File: src/rtl/pwm_multi.sv
// Multi-channel PWM with double-buffered on/off tick counts and a per-channel run FSM.
// Optional macro PWM_POLARITY_EN adds a per-channel output inversion register.
module pwm_multi #(
  parameter int                    CHANNELS   = 4,
  parameter int                    CNT_WIDTH  = 16,
  parameter int                    ADDR_WIDTH = 6,
  parameter logic [ADDR_WIDTH-1:0] BASE_ADDR  = 6'h18
) (
  input  logic                  clock,
  input  logic                  reset,
  input  logic                  wr_en,
  input  logic [ADDR_WIDTH-1:0] wr_addr,
  input  logic [CNT_WIDTH-1:0]  wr_data,
  output logic [CHANNELS-1:0]   pwm_out,
  output logic [CHANNELS-1:0]   period_done
);

`ifdef PWM_POLARITY_EN
  localparam int LAST_OFF = 2 * CHANNELS + 1;
`else
  localparam int LAST_OFF = 2 * CHANNELS;
`endif

  typedef enum logic [1:0] {S_IDLE, S_ON, S_OFF, S_HOLD} state_t;

  logic [ADDR_WIDTH:0]  off_full;
  logic                 hit;
  logic [CHANNELS-1:0]  enable;
  logic [CHANNELS-1:0]  enable_n;
  logic [CNT_WIDTH-1:0] on_s   [CHANNELS];
  logic [CNT_WIDTH-1:0] off_s  [CHANNELS];
  logic [CNT_WIDTH-1:0] on_sn  [CHANNELS];
  logic [CNT_WIDTH-1:0] off_sn [CHANNELS];
  logic [CNT_WIDTH-1:0] on_a   [CHANNELS];
  logic [CNT_WIDTH-1:0] off_a  [CHANNELS];
  logic [CNT_WIDTH-1:0] on_an  [CHANNELS];
  logic [CNT_WIDTH-1:0] off_an [CHANNELS];
  logic [CNT_WIDTH-1:0] cnt    [CHANNELS];
  logic [CNT_WIDTH-1:0] cnt_n  [CHANNELS];
  state_t               st     [CHANNELS];
  state_t               st_n   [CHANNELS];
  logic [CHANNELS-1:0]  reload;
  logic [CHANNELS-1:0]  lvl_n;
  logic [CHANNELS-1:0]  pd_n;
  logic [CHANNELS-1:0]  out_n;
  logic [CHANNELS-1:0]  pwm_q;
  logic [CHANNELS-1:0]  pd_q;
`ifdef PWM_POLARITY_EN
  logic [CHANNELS-1:0]  pol;
  logic [CHANNELS-1:0]  pol_n;
`endif

  // The subtraction is one bit wider so addresses below the base wrap far out of range.
  assign off_full = {1'b0, wr_addr} - {1'b0, BASE_ADDR};
  assign hit      = wr_en && (wr_addr >= BASE_ADDR) &&
                    (off_full <= (ADDR_WIDTH+1)'(LAST_OFF));

  always_comb begin : decode
    enable_n = enable;
    if (hit && off_full == '0)
      enable_n = wr_data[CHANNELS-1:0];
    for (int k = 0; k < CHANNELS; k++) begin
      on_sn[k]  = (hit && off_full == (ADDR_WIDTH+1)'(2*k+1)) ? wr_data : on_s[k];
      off_sn[k] = (hit && off_full == (ADDR_WIDTH+1)'(2*k+2)) ? wr_data : off_s[k];
    end
`ifdef PWM_POLARITY_EN
    pol_n = pol;
    if (hit && off_full == (ADDR_WIDTH+1)'(LAST_OFF))
      pol_n = wr_data[CHANNELS-1:0];
`endif
  end

  // Next-shadow values feed the reload so a write landing on a boundary is not lost.
  always_comb begin : fsm_next
    reload = '0;
    lvl_n  = '0;
    pd_n   = '0;
    out_n  = '0;
    for (int k = 0; k < CHANNELS; k++) begin
      st_n[k]   = st[k];
      cnt_n[k]  = cnt[k];
      on_an[k]  = on_a[k];
      off_an[k] = off_a[k];
      if (!enable_n[k]) begin
        st_n[k]  = S_IDLE;
        cnt_n[k] = '0;
      end else begin
        case (st[k])
          S_IDLE, S_HOLD: reload[k] = 1'b1;
          S_ON: begin
            if (cnt[k] == on_a[k] - CNT_WIDTH'(1)) begin
              if (off_a[k] == '0) begin
                reload[k] = 1'b1;
              end else begin
                st_n[k]  = S_OFF;
                cnt_n[k] = '0;
              end
            end else begin
              cnt_n[k] = cnt[k] + CNT_WIDTH'(1);
            end
          end
          S_OFF: begin
            if (cnt[k] == off_a[k] - CNT_WIDTH'(1))
              reload[k] = 1'b1;
            else
              cnt_n[k] = cnt[k] + CNT_WIDTH'(1);
          end
          default: begin
            st_n[k]  = S_IDLE;
            cnt_n[k] = '0;
          end
        endcase
      end
      if (reload[k]) begin
        on_an[k]  = on_sn[k];
        off_an[k] = off_sn[k];
        cnt_n[k]  = '0;
        if (on_sn[k] != '0)
          st_n[k] = S_ON;
        else if (off_sn[k] != '0)
          st_n[k] = S_OFF;
        else
          st_n[k] = S_HOLD;
      end
      lvl_n[k] = (st_n[k] == S_ON);
      pd_n[k]  = ((st_n[k] == S_OFF) && (cnt_n[k] == off_an[k] - CNT_WIDTH'(1))) ||
                 ((st_n[k] == S_ON) && (off_an[k] == '0) &&
                  (cnt_n[k] == on_an[k] - CNT_WIDTH'(1)));
    end
`ifdef PWM_POLARITY_EN
    out_n = lvl_n ^ pol_n;
`else
    out_n = lvl_n;
`endif
  end

  always_ff @(posedge clock or negedge reset) begin
    if (!reset) begin
      enable <= '0;
      pwm_q  <= '0;
      pd_q   <= '0;
`ifdef PWM_POLARITY_EN
      pol    <= '0;
`endif
      for (int k = 0; k < CHANNELS; k++) begin
        on_s[k]  <= '0;
        off_s[k] <= '0;
        on_a[k]  <= '0;
        off_a[k] <= '0;
        cnt[k]   <= '0;
        st[k]    <= S_IDLE;
      end
    end else begin
      enable <= enable_n;
      pwm_q  <= out_n;
      pd_q   <= pd_n;
`ifdef PWM_POLARITY_EN
      pol    <= pol_n;
`endif
      for (int k = 0; k < CHANNELS; k++) begin
        on_s[k]  <= on_sn[k];
        off_s[k] <= off_sn[k];
        on_a[k]  <= on_an[k];
        off_a[k] <= off_an[k];
        cnt[k]   <= cnt_n[k];
        st[k]    <= st_n[k];
      end
    end
  end

  assign pwm_out     = pwm_q;
  assign period_done = pd_q;

endmodule

File: config.mk
export PLATFORM = sky130hd
export DESIGN_NAME = pwm_multi
export DESIGN_NICKNAME = d
export VERILOG_FILES = /design/src/rtl/pwm_multi.sv
export SDC_FILE = /design/constraint.sdc
export NUM_CORES = 1
export LEC_CHECK = 0
export CAP_MARGIN = 40
export CORE_MARGIN = 5
export CORE_UTILIZATION = 45
export CTS_CLUSTER_DIAMETER = 120
export DETAILED_ROUTE_END_ITERATION = 8
export MAX_ROUTING_LAYER = met4
export PLACE_DENSITY = 0.7
export SLEW_MARGIN = 20
export SYNTH_ARGS = -nofsm -noshare
export SYNTH_HDL_FRONTEND = slang
export SYNTH_SLANG_ARGS = --single-unit
File: constraint.sdc
create_clock -name clock -period 7.4 [get_ports clock]
set_input_delay 1.48 -clock clock [delete_from_list [all_inputs] [get_ports clock]]
set_output_delay 1.48 -clock clock [all_outputs]
set_load 0.02 [all_outputs]
# Word level (Yosys, flattened, before mapping)
# Index checks and enable logic that the tools add are counted.
# word_totals
ff_bits,340
in_bits,25
output_inout_bits,8
# op_classes
n_addsub,21
n_lt_le_gt_ge,2
eq_ne,44
mux,89
reduce_logical,52
# op_table
cell,count
16-bit two-way mux,36
16-bit == test,16
"16-bit by 1-bit subtractor with 16-bit output, second input constant",16
16-bit zero test,8
16-bit case mux with 2 select lines,4
16-bit nonzero test,8
"16-bit by 1-bit adder with 16-bit output, second input constant",4
2-bit two-way mux,24
"7-bit by 3-bit == test with 1-bit output, second input constant",4
"2-bit == test, second input constant",12
1-bit logical AND,23
1-bit two-way mux,20
"2-bit by 1-bit == test with 1-bit output, second input constant",8
"7-bit by 2-bit == test with 1-bit output, second input constant",2
1-bit case mux with 3 select lines,4
2-bit zero test,4
2-bit OR reduction,4
"7-bit by 1-bit == test with 1-bit output, second input constant",1
"7-bit by 4-bit == test with 1-bit output, second input constant",1
"7-bit by 4-bit <= comparator with 1-bit output, second input constant",1
7-bit zero test,1
"6-bit by 5-bit subtractor with 7-bit output, second input constant",1
"6-bit by 5-bit greater-or-equal comparator with 1-bit output, second input constant",1
1-bit logical OR,4
4-bit two-way mux,1

# Logic depth before layout (Yosys ltp)
# Gate-level depths: netlist of run 1.
# logic_depth
word_depth,13
ltp_mapped,26

# Worst setup path before layout of run 1
# Ideal clock, no wire load.
# synth_path
path_type,input port to flip-flop
startpoint,input wr_addr[3]
endpoint,"register pd_q[3], in the netlist period_done[3]"
setup_time_ns,0.067
arrival_time_ns,6.185
setup_slack_ns,1.148
stages,25
path_buffers,5
path_cell_list,ha_1 -> inv_1 -> ha_1 -> nand2b_1 -> nor4_1 -> nand3_1 -> mux2i_1 -> inv_1 -> o31ai_2 -> buf_6 -> buf_2 -> buf_2 -> clkbuf_1 -> nand2_1 -> a21boi_0 -> ha_1 -> clkbuf_1 -> nand2_1 -> mux2i_1 -> xnor2_1 -> xnor2_1 -> nand4_1 -> a221o_1 -> a2111oi_2 -> a32o_1
# synth_rtl
item,line_no,rtl
from (decl),12,"input logic [ADDR_WIDTH-1:0] wr_addr,"
6-bit by 5-bit subtractor with 7-bit output / 6-bit by 5-bit greater-or-equal comparator with 1-bit output (equally long branches),"54, 55",
7-bit by 4-bit <= comparator with 1-bit output / 1-bit logical AND (equally long branches),"56, 55",
1-bit logical AND,55,assign hit = wr_en && (wr_addr >= BASE_ADDR) &&
1-bit logical AND (*),60,if (hit && off_full == '0)
4-bit two-way mux (*),60,
named net enable_n[3],29,logic [CHANNELS-1:0] enable_n;
1-bit two-way mux / 2-bit two-way mux (equally long branches),84,if (!enable_n[k]) begin
16-bit two-way mux / 2-bit two-way mux (equally long branches),114,if (reload[k]) begin
"16-bit by 1-bit subtractor with 16-bit output, or another cell as far along",126,pd_n[k] = ((st_n[k] == S_OFF) && (cnt_n[k] == off_an[k] - CNT_WIDTH'(1))) ||
"16-bit == test, or another cell as far along",126,
"1-bit logical AND, on equally long branches","126, 127",
1-bit logical OR (*),126,
named net pd_n[3],44,logic [CHANNELS-1:0] pd_n;
to (signal assigned),156,pd_q <= pd_n;
to (decl),47,logic [CHANNELS-1:0] pd_q;
# Mark *: on every way through the listed nets, which the timed path passes. The rest lies on a longest branch.

# Worst setup path in the final report of run 1
# layout_path
startpoint,input wr_addr[4]
endpoint,"register pd_q[0], in the netlist period_done[0]"
# layout_between
elab_chain_len,13
# layout_rtl
item,line_no
"parallel branches: the longest is 12 deep, another holds 16-bit by 1-bit subtractor with 16-bit output",--
1-bit logical OR (*),126
named net pd_n[0],44
# Mark *: on every way through the listed nets, which the timed path passes.

==> results of run 1 <==
[cells in the mapped netlist (all sizes together) (23+ instances only)]
cell	n
nand2	342
buf	43
o211ai	31
xnor2	210
nor2b	23
and3	37
ha	30
or3	46
mux2	80
xor2	130
and2	24
mux2i	139
a21oi	111
nand4	41
a31oi	35
clkbuf	134
o31ai	25
or2	29
nand2b	29
nor4	80
nor3	133
nand3	109
nor3b	23
o21ai	120
or4	30
dfrtp	340
a211oi	25
nor2	220
inv	177
[how the worst max path moves through the flow]
stage,end,startpoint,cells past startpoint
global route,period_done[0]$_DFF_PN0_,wr_addr[4],21
detailed placement,period_done[2]$_DFF_PN0_,wr_addr[4],22
finish,period_done[0]$_DFF_PN0_,wr_addr[4],21
global placement,period_done[2]$_DFF_PN0_,wr_addr[4],22
CTS,period_done[2]$_DFF_PN0_,wr_addr[4],22
floorplan,period_done[3]$_DFF_PN0_,wr_addr[3],25
[sequential cells by signal, indices dropped and copies added (netlist names)]
name	cells
cnt	64
enable	4
off_a	64
off_s	64
on_a	64
on_s	64
period_done	4
pwm_out	4
st	8
[stage by stage]
stage / area [um2] / setup slack [ps]
after floorplan: 25800 / 1150
after global placement: 26800 / 747
after detailed placement: 26800 / 654
after CTS: 28300 / 1260
after global routing: 28300 / 720
final: 28300 / 1150
[per-layer routing]
| metal | GRT usage (%) | up-vias | part of all wire [%] |
|---|---|---|---|
| li1 | - | 10800 | - |
| met1 | 35.8 | 11200 | 43 |
| met2 | 39.8 | 1080 | 44 |
| met3 | 5.76 | 211 | 9.2 |
| met4 | 8.03 | 0 | 3.6 |
| met5 | - | - | 0 |
[power groups by stage]
| stage | clock network [mW] | logic [mW] | registers [mW] |
|---|---|---|---|
| after floorplan | 0 | 1.96 | 2.09 |
| after global placement | 0 | 2.48 | 2.18 |
| after detailed placement | 0 | 2.49 | 2.18 |
| after CTS | 2.25 | 2.51 | 2.15 |
| after global routing | 2.33 | 2.80 | 2.17 |
| final | 2.22 | 2.56 | 2.16 |
[critical path: stages]
cell and delay [ps]:
clkdlybuf4s50_1 600, ha_1 210, inv_1 60, ha_1 260
nand2b_1 120, nor4_1 270, buf_4 190, nand3_1 370
mux2i_1 290, a21oi_4 290, mux2i_1 350, ha_1 250
a21boi_0 450, nor2b_1 240, nand2_1 70, mux2_2 310
xnor2_1 140, mux2i_1 80, a2111oi_0 330, and4_1 260
a32o_1 130
[cell families (layout without fill, tap and decap cells)]
group / Yosys count / in the layout / share of synthesized area [%]
AO/OA/AOI/OAI: 528 / 528 / 14.0
AND/OR/NAND/NOR: 1241 / 1241 / 25.1
flip-flops: 340 / 340 / 33.0
XOR/XNOR: 346 / 346 / 12.1
adder cells (fa/ha/maj): 30 / 30 / 1.46
multiplexers: 219 / 219 / 8.90
buffers and inverters: 355 / 355 / 5.46
other: 0 / 2 / 0
[final cells by class]
class | count | area share (%)
timing repair buffer | 103 | 3.05
sequential | 340 | 30.0
clock buffer | 57 | 4.20
inverter | 178 | 2.36
antenna | 2 | 0.0177
multi-input combinational | 2364 | 56.0
clock inverter | 17 | 0.967
tap | 756 | 3.34
==> summary by stage, run 1 <==
Floorplan
In this run the count of I/O pins placed on the die edge is 33. The width of the die is 249 um. The die is ~250 um tall. The floorplan has 87 rows. The initial cell density of the core is a little under half.

The area of the die is ~0.062 mm2. After floorplanning, the core was sized to cover about 0.056 mm2.

Status
The run finished with clean final reports.

Synthesis
In this run the cell area of the synthesized design comes to between 0.02 and 0.03 mm2. The register bit count reported by yosys is 340. After synthesis, the cell types taking the most area are dfrtp_1, xnor2_1, mux2i_1, nand2_1, xor2_1. The number of enable-type register cells in the synthesized netlist is 0. The top cell type by area accounts for 33.0% of the synthesized area. Of all cell types, the one taking the most synthesized area is dfrtp_1. The synthesized area per cell is 8.42 um2.

The number of different library cells used by synthesis comes to between 100 and 150. The number of warnings issued by yosys is 0. The portion of the post-synthesis area used by sequential elements is 33.0%. The number of nets handed over by synthesis was a little over 3000. Counting every instance in the synthesized netlist gives between 3000 and 4000. Among all flip-flop cells after synthesis, the most frequent one is dfrtp_1.

In the synthesized netlist the async set-or-reset flop fraction comes to 100%.

Timing
The transition at the pin with the smallest max-transition slack is between 900 and 1000 ps. Based on the critical path, the design can be clocked at up to 160 MHz. The worst clock skew is 23.4 ps. The number of endpoints with negative hold slack in the final report is 0. Setup violations remaining at the end of the flow were counted as 0. The relative slew slack is 37.7%. Adding up every negative setup slack in the final design gives 0 ps.

Setup repair after global routing left no endpoint under its margin. The share of the cycle needed by the critical path after routing is 84.5%. Hold is met by 500 ps. The number of max-slew violations in the final report came to 0. The minimum period implied by the final worst setup slack is around 6300 ps.

Global route
The pin count of the biggest net entering global routing is 157. The overall fraction of global-route tracks in use is approximately a quarter. The total overflow reported by the global router is 0. The initial antenna violation count is 3.

The wire length of the first global-routing pass is 129 mm. The via count of the first global-routing pass was 22200.

Clocking
The register clock-pin slew on the reported worst setup and hold paths is 60 ps. The worst-case clock buffer depth is 3. Clock tree synthesis found a total of 340 sinks. In this run the clock root is driven by a clkbuf_16. The number of setup buffers added after CTS is 0. The number of clock buffers inserted by TritonCTS is 41. The maximum level of the CTS H-tree is 2.

After clock tree synthesis, the repair step resized 0 gates. Clock latency on the worst-skew pair, taken at its later pin, is 580 ps. TritonCTS built the clock tree. Hold repair after CTS inserted 0 buffers.

Final layout
The library cells used most frequently in the layout, excluding fill and tap cells, are nand2_1, dfrtp_1, nor2_1, xnor2_1, inv_1. The count of filler cells inserted in the layout is 5395. The final layout net count is 3083. Excluding fillers, the count of instances in the completed layout stands at 3817.

Leaving out fill and tap cells, the most frequent cell in the layout is nand2_1. Of the cells placed in the final design, the portion with a size suffix greater than 1 is 9.45%. The area overhead of the layout relative to synthesis is 9.99%.

The multi-input combinational cells in the finished layout cover a total of 0.0159 mm2. The area of all sequential standard cells is 0.00851 mm2. Once layout is complete, the utilization of the core stands at about half.

Pwr
IR analysis of the VDD net gives a maximum drop of around 0.16 mV. Net switching is 36.3% of the power. The cell-internal power is around 4.4 mW. The power per unit of standard cell area is 245 mW/mm2. The part of the total power dissipated in the clock network is roughly a third. Sequential cells account for 31.1% of the total power. Overall power consumption after layout is estimated at 6.94 mW. The switching power summed over all nets is between 2 and 3 mW. The combinational power share is roughly 37%. The standby leakage power is 13.4 nW.

Setup path
The critical path endpoint category is a flop. The kind of start point of the critical path is a primary input. At the worst endpoint, the arrival time is 6750 ps. The maximum fanout count along the critical path is 9. The startpoint of the worst-slack reg-to-reg timing path is on_a[16]$_DFF_PN0_.

For the worst setup path, the data required time is roughly 8000 ps. In this run the critical register-to-register path is captured at period_done[2]$_DFF_PN0_. The worst reg2reg path depth is 22. The reg-to-reg setup timing slack is approximately 1200 ps. The critical path class is in -> reg.

Drt
For this run, design rule violations remaining after detail routing come to 0. In the final routed layout, each cell accounts on average for 21.8 um. The detail route stage leaves a number of antenna-violating nets equal to 0. The first TritonRoute pass finished after 8 iterations. The wire length reported by the detailed router is 83.1 mm.

The vias after detailed routing is between 20000 and 25000. Using the TritonRoute via totals, the vias-per-cell ratio works out to 6.12. After the first detailed-routing iteration, the DRC count stood at 2344.

Min path
The worst min-delay path startpoint is on_s[59]$_DFF_PN0_. The min-delay analysis places its worst path in the category reg -> reg. The endpoint of the worst hold path is on_s[59]$_DFF_PN0_. Counting instances, the worst hold path has a depth of 2.

Place
The cell count after placement is 3736. The routability-driven placement congestion ratio is 1.00. Once detailed placement completed, the half-perimeter wirelength came to 62.3 mm. Buffers placed on the I/O ports in this run total 32.

Run
The count of max-cap constraint violations is 0.
Note: power is estimated with default switching activity, not from simulation.
==> inputs of run 2 (changes only) <==
- clock period: 7.4 -> 6 ns (I/O delays scaled with it)
==> summary by stage, run 2 (synthesis results as in run 1) <==
Pwr
The combinational power share was 39.1% (+2.2 points). The switching power summed over all nets is 3.18 mW (+26%). The sequential power share came to 30.1% (-1.0 points).

The power per unit of standard cell area was 292 mW/mm2 (+19%). The cell-internal power came to 5.64 mW (+28%). The part of the total power dissipated in the clock network is 30.7% (-1.3 points).

The standby leakage power is 14.6 nW (+9.1%). The maximum VDD drop was 0.197 mV (+23%). The switching fraction of total power is 36.1% (-0.27 points).

Clocking
The number of buffers added for setup after CTS is 0 (unchanged). The maximum level of the CTS H-tree is 2 (unchanged). The count of hold-fix buffers inserted at cts came to 0 (unchanged). The number of gates resized after CTS is 1 (+1). The clock sink count is 340 (unchanged).

The number of clock buffers inserted by TritonCTS is 42 (+2.4%). The source-to-sink clock delay at the later pin of the worst-skew pair was 580 ps (about the same). The worst-case clock buffer depth came to 3 (unchanged).

The register clock-pin slew on the reported worst setup and hold paths is 60 ps (about the same). The clock tree root buffer cell is clkbuf_16. TritonCTS built the clock tree.

Floorplan
The site row count is 87 (unchanged). The initial cell density of the core came to 45.6% (unchanged). The core area is 0.0565 mm2 (unchanged).

The width of the die is 249 um (unchanged). The number of top-level design ports is 33 (unchanged). The die span in y is 249 um (unchanged). The area of the die was 0.0621 mm2 (unchanged).

Final layout
The number of non-filler instances in the completed layout came to 4059 (+6.3%). From synthesis to final layout, the design area changed by 17.4%. The most common cell after layout, fill and taps aside is nand2_1.

The final layout net count is 3328 (+7.9%). The count of filler cells inserted in the layout is 5196 (-3.7%). The share of final-layout standard cells stronger than drive strength 1 is 16.3% (+6.9 points). In the layout the commonest cells are nand2_1, dfrtp_1, buf_4, nor2_1, xnor2_1.

Global route
The wire length of the first global-routing pass was 133 mm (+3.5%). The via count of the first global-routing pass is 22900 (+2.9%). The overall fraction of global-route tracks in use is 27.3% (+0.91 points). The pin count of the biggest net entering global routing is 101 (-36%). The total overflow reported by the global router is 0 (unchanged). The initial antenna violation count is 0 (-3).

Setup path
The critical path data required time is 6520 ps (-1380 ps). The endpoint of the worst-slack reg-to-reg timing path is period_done[0]$_DFF_PN0_. The maximum fanout count along the critical path is 10 (+1). The worst reg2reg path depth is 20 (-9.1%).

The critical path ends at period_done[0]$_DFF_PN0_. The arrival time reported for the critical path endpoint is 6200 ps (-550 ps). STA classifies the critical path endpoint as a flop. Tracing the worst setup path back leads to its startpoint at wr_addr[3]. The startpoint of the worst-slack reg-to-reg timing path is off_a[54]$_DFF_PN0_.

The kind of start point of the critical path is a primary input. The reg-to-reg setup timing slack is 390 ps (-830 ps). The worst setup path is of the in -> reg kind.

Place
The number of port buffers was 32 (unchanged). The detailed placer's ending HPWL is 66.1 mm (+6.3%). The cell count after placement came to 3984 (+6.6%). The post-place setup slack is -659 ps (-1310 ps). The routability-driven placement congestion ratio came to 1.01 (+0.14%).

Timing
After layout, the worst path uses 94.7% of the clock period. The transition at the pin with the smallest max-transition slack was 842 ps (-92.5 ps). Setup repair after global routing left no endpoint under its margin. The number of endpoints with negative hold slack in the final report was 0 (unchanged). The number of endpoints failing setup at the final stage was 0 (unchanged). The number of max-slew violations in the final report is 0 (unchanged). The worst clock skew was 11.2 ps (-12.3 ps).

The relative slew slack was 43.4% (+5.7 points). The upper clock frequency limit is around 180 MHz. For the finished layout, the period the worst path requires is between 5000 and 6000 ps.

The worst setup margin was 320 ps (-827 ps).

Drt
The vias after detailed routing is 24200 (+3.4%). The starting DRC count in detailed routing is 2537 (+8.2%). The wire length reported by the detailed router is 85.9 mm (+3.4%). The per-cell via count in the routed design is 5.95 (-2.8%).

The DRC violation count after routing is 0 (unchanged). The detailed-router iteration count before antenna repair came to 6 (-2). The routed wire length per instance is 21.2 um (-2.8%).

The remaining antenna violation count is 0 (unchanged).

Run
The count of max-cap constraint violations is 0 (unchanged).

Min path
The type of the worst min-delay path is reg -> reg.

Status
The flow ran to the end, and the final reports show no timing, DRC or antenna violations.
run 2: critical path: stages:
cell and delay, ps:
clkdlybuf4s50_1 480, ha_1 170, inv_1 80, ha_1 270, nand2b_1 100, nor4_4 430, nand3_2 250, buf_4 220
mux2i_1 170, a21oi_4 320, nor2_1 70, a21oi_1 180, ha_1 250, nand2_1 110, buf_4 180, nor3b_1 210
mux2_2 200, xnor2_1 130, xnor2_1 100, nor3_1 260, nor4b_1 450, buf_4 190, a32o_1 150
run 2: worst min path at each step:
stage | from | end | slack, ps | depth (start not counted)
2_1_floorplan | off_s[26]$_DFF_PN0_ | off_s[26]$_DFF_PN0_ | 450 | 2
3_3_place_gp | on_s[31]$_DFF_PN0_ | on_s[31]$_DFF_PN0_ | 480 | 2
3_5_place_dp | on_s[25]$_DFF_PN0_ | on_s[25]$_DFF_PN0_ | 480 | 2
4_1_cts | on_s[25]$_DFF_PN0_ | on_s[25]$_DFF_PN0_ | 490 | 2
5_1_grt | on_s[31]$_DFF_PN0_ | on_s[31]$_DFF_PN0_ | 530 | 2
6_report | on_s[25]$_DFF_PN0_ | on_s[25]$_DFF_PN0_ | 500 | 2
run 2: final cells by class:
class                      instances  area, um2  share of cell area, %
clock inverter                    18        228                  0.753
inverter                         178        668                   2.21
timing repair buffer             347       2750                   9.09
antenna                            1       2.50                0.00828
multi-input combinational       2364      15900                   52.6
tap                              756        946                   3.13
sequential                       340       8510                   28.2
clock buffer                      55       1220                   4.05
run 2: per-layer routing:
layer	vias up	part of all wire (%)	GRT usage, %
li1	11400	-	-
met4	0	2.6	6.98
met2	1080	44	41.2
met5	-	0	-
met3	166	9.1	5.92
met1	11600	44	37.6
run 2: power by group through the flow:
stage	registers (mW)	logic [mW]	clock network, mW
final	2.66	3.45	2.71
after global routing	2.68	3.78	2.84
after CTS	2.65	3.41	2.74
after detailed placement	2.69	3.38	0
after global placement	2.68	3.36	0
after floorplan	2.57	2.42	0
run 2: metrics by stage:
stage	total power, mW	setup TNS (ps)	util (%)	instance area (um2)	hold WS [ps]
after floorplan	4.99	0	-	25800	445
after global placement	6.04	-1340	50.9	28700	475
after detailed placement	6.07	-1980	50.9	28700	481
after CTS	8.79	0	53.5	30200	492
after global routing	9.30	0	53.5	30200	526
final	8.82	0	53.5	30200	496
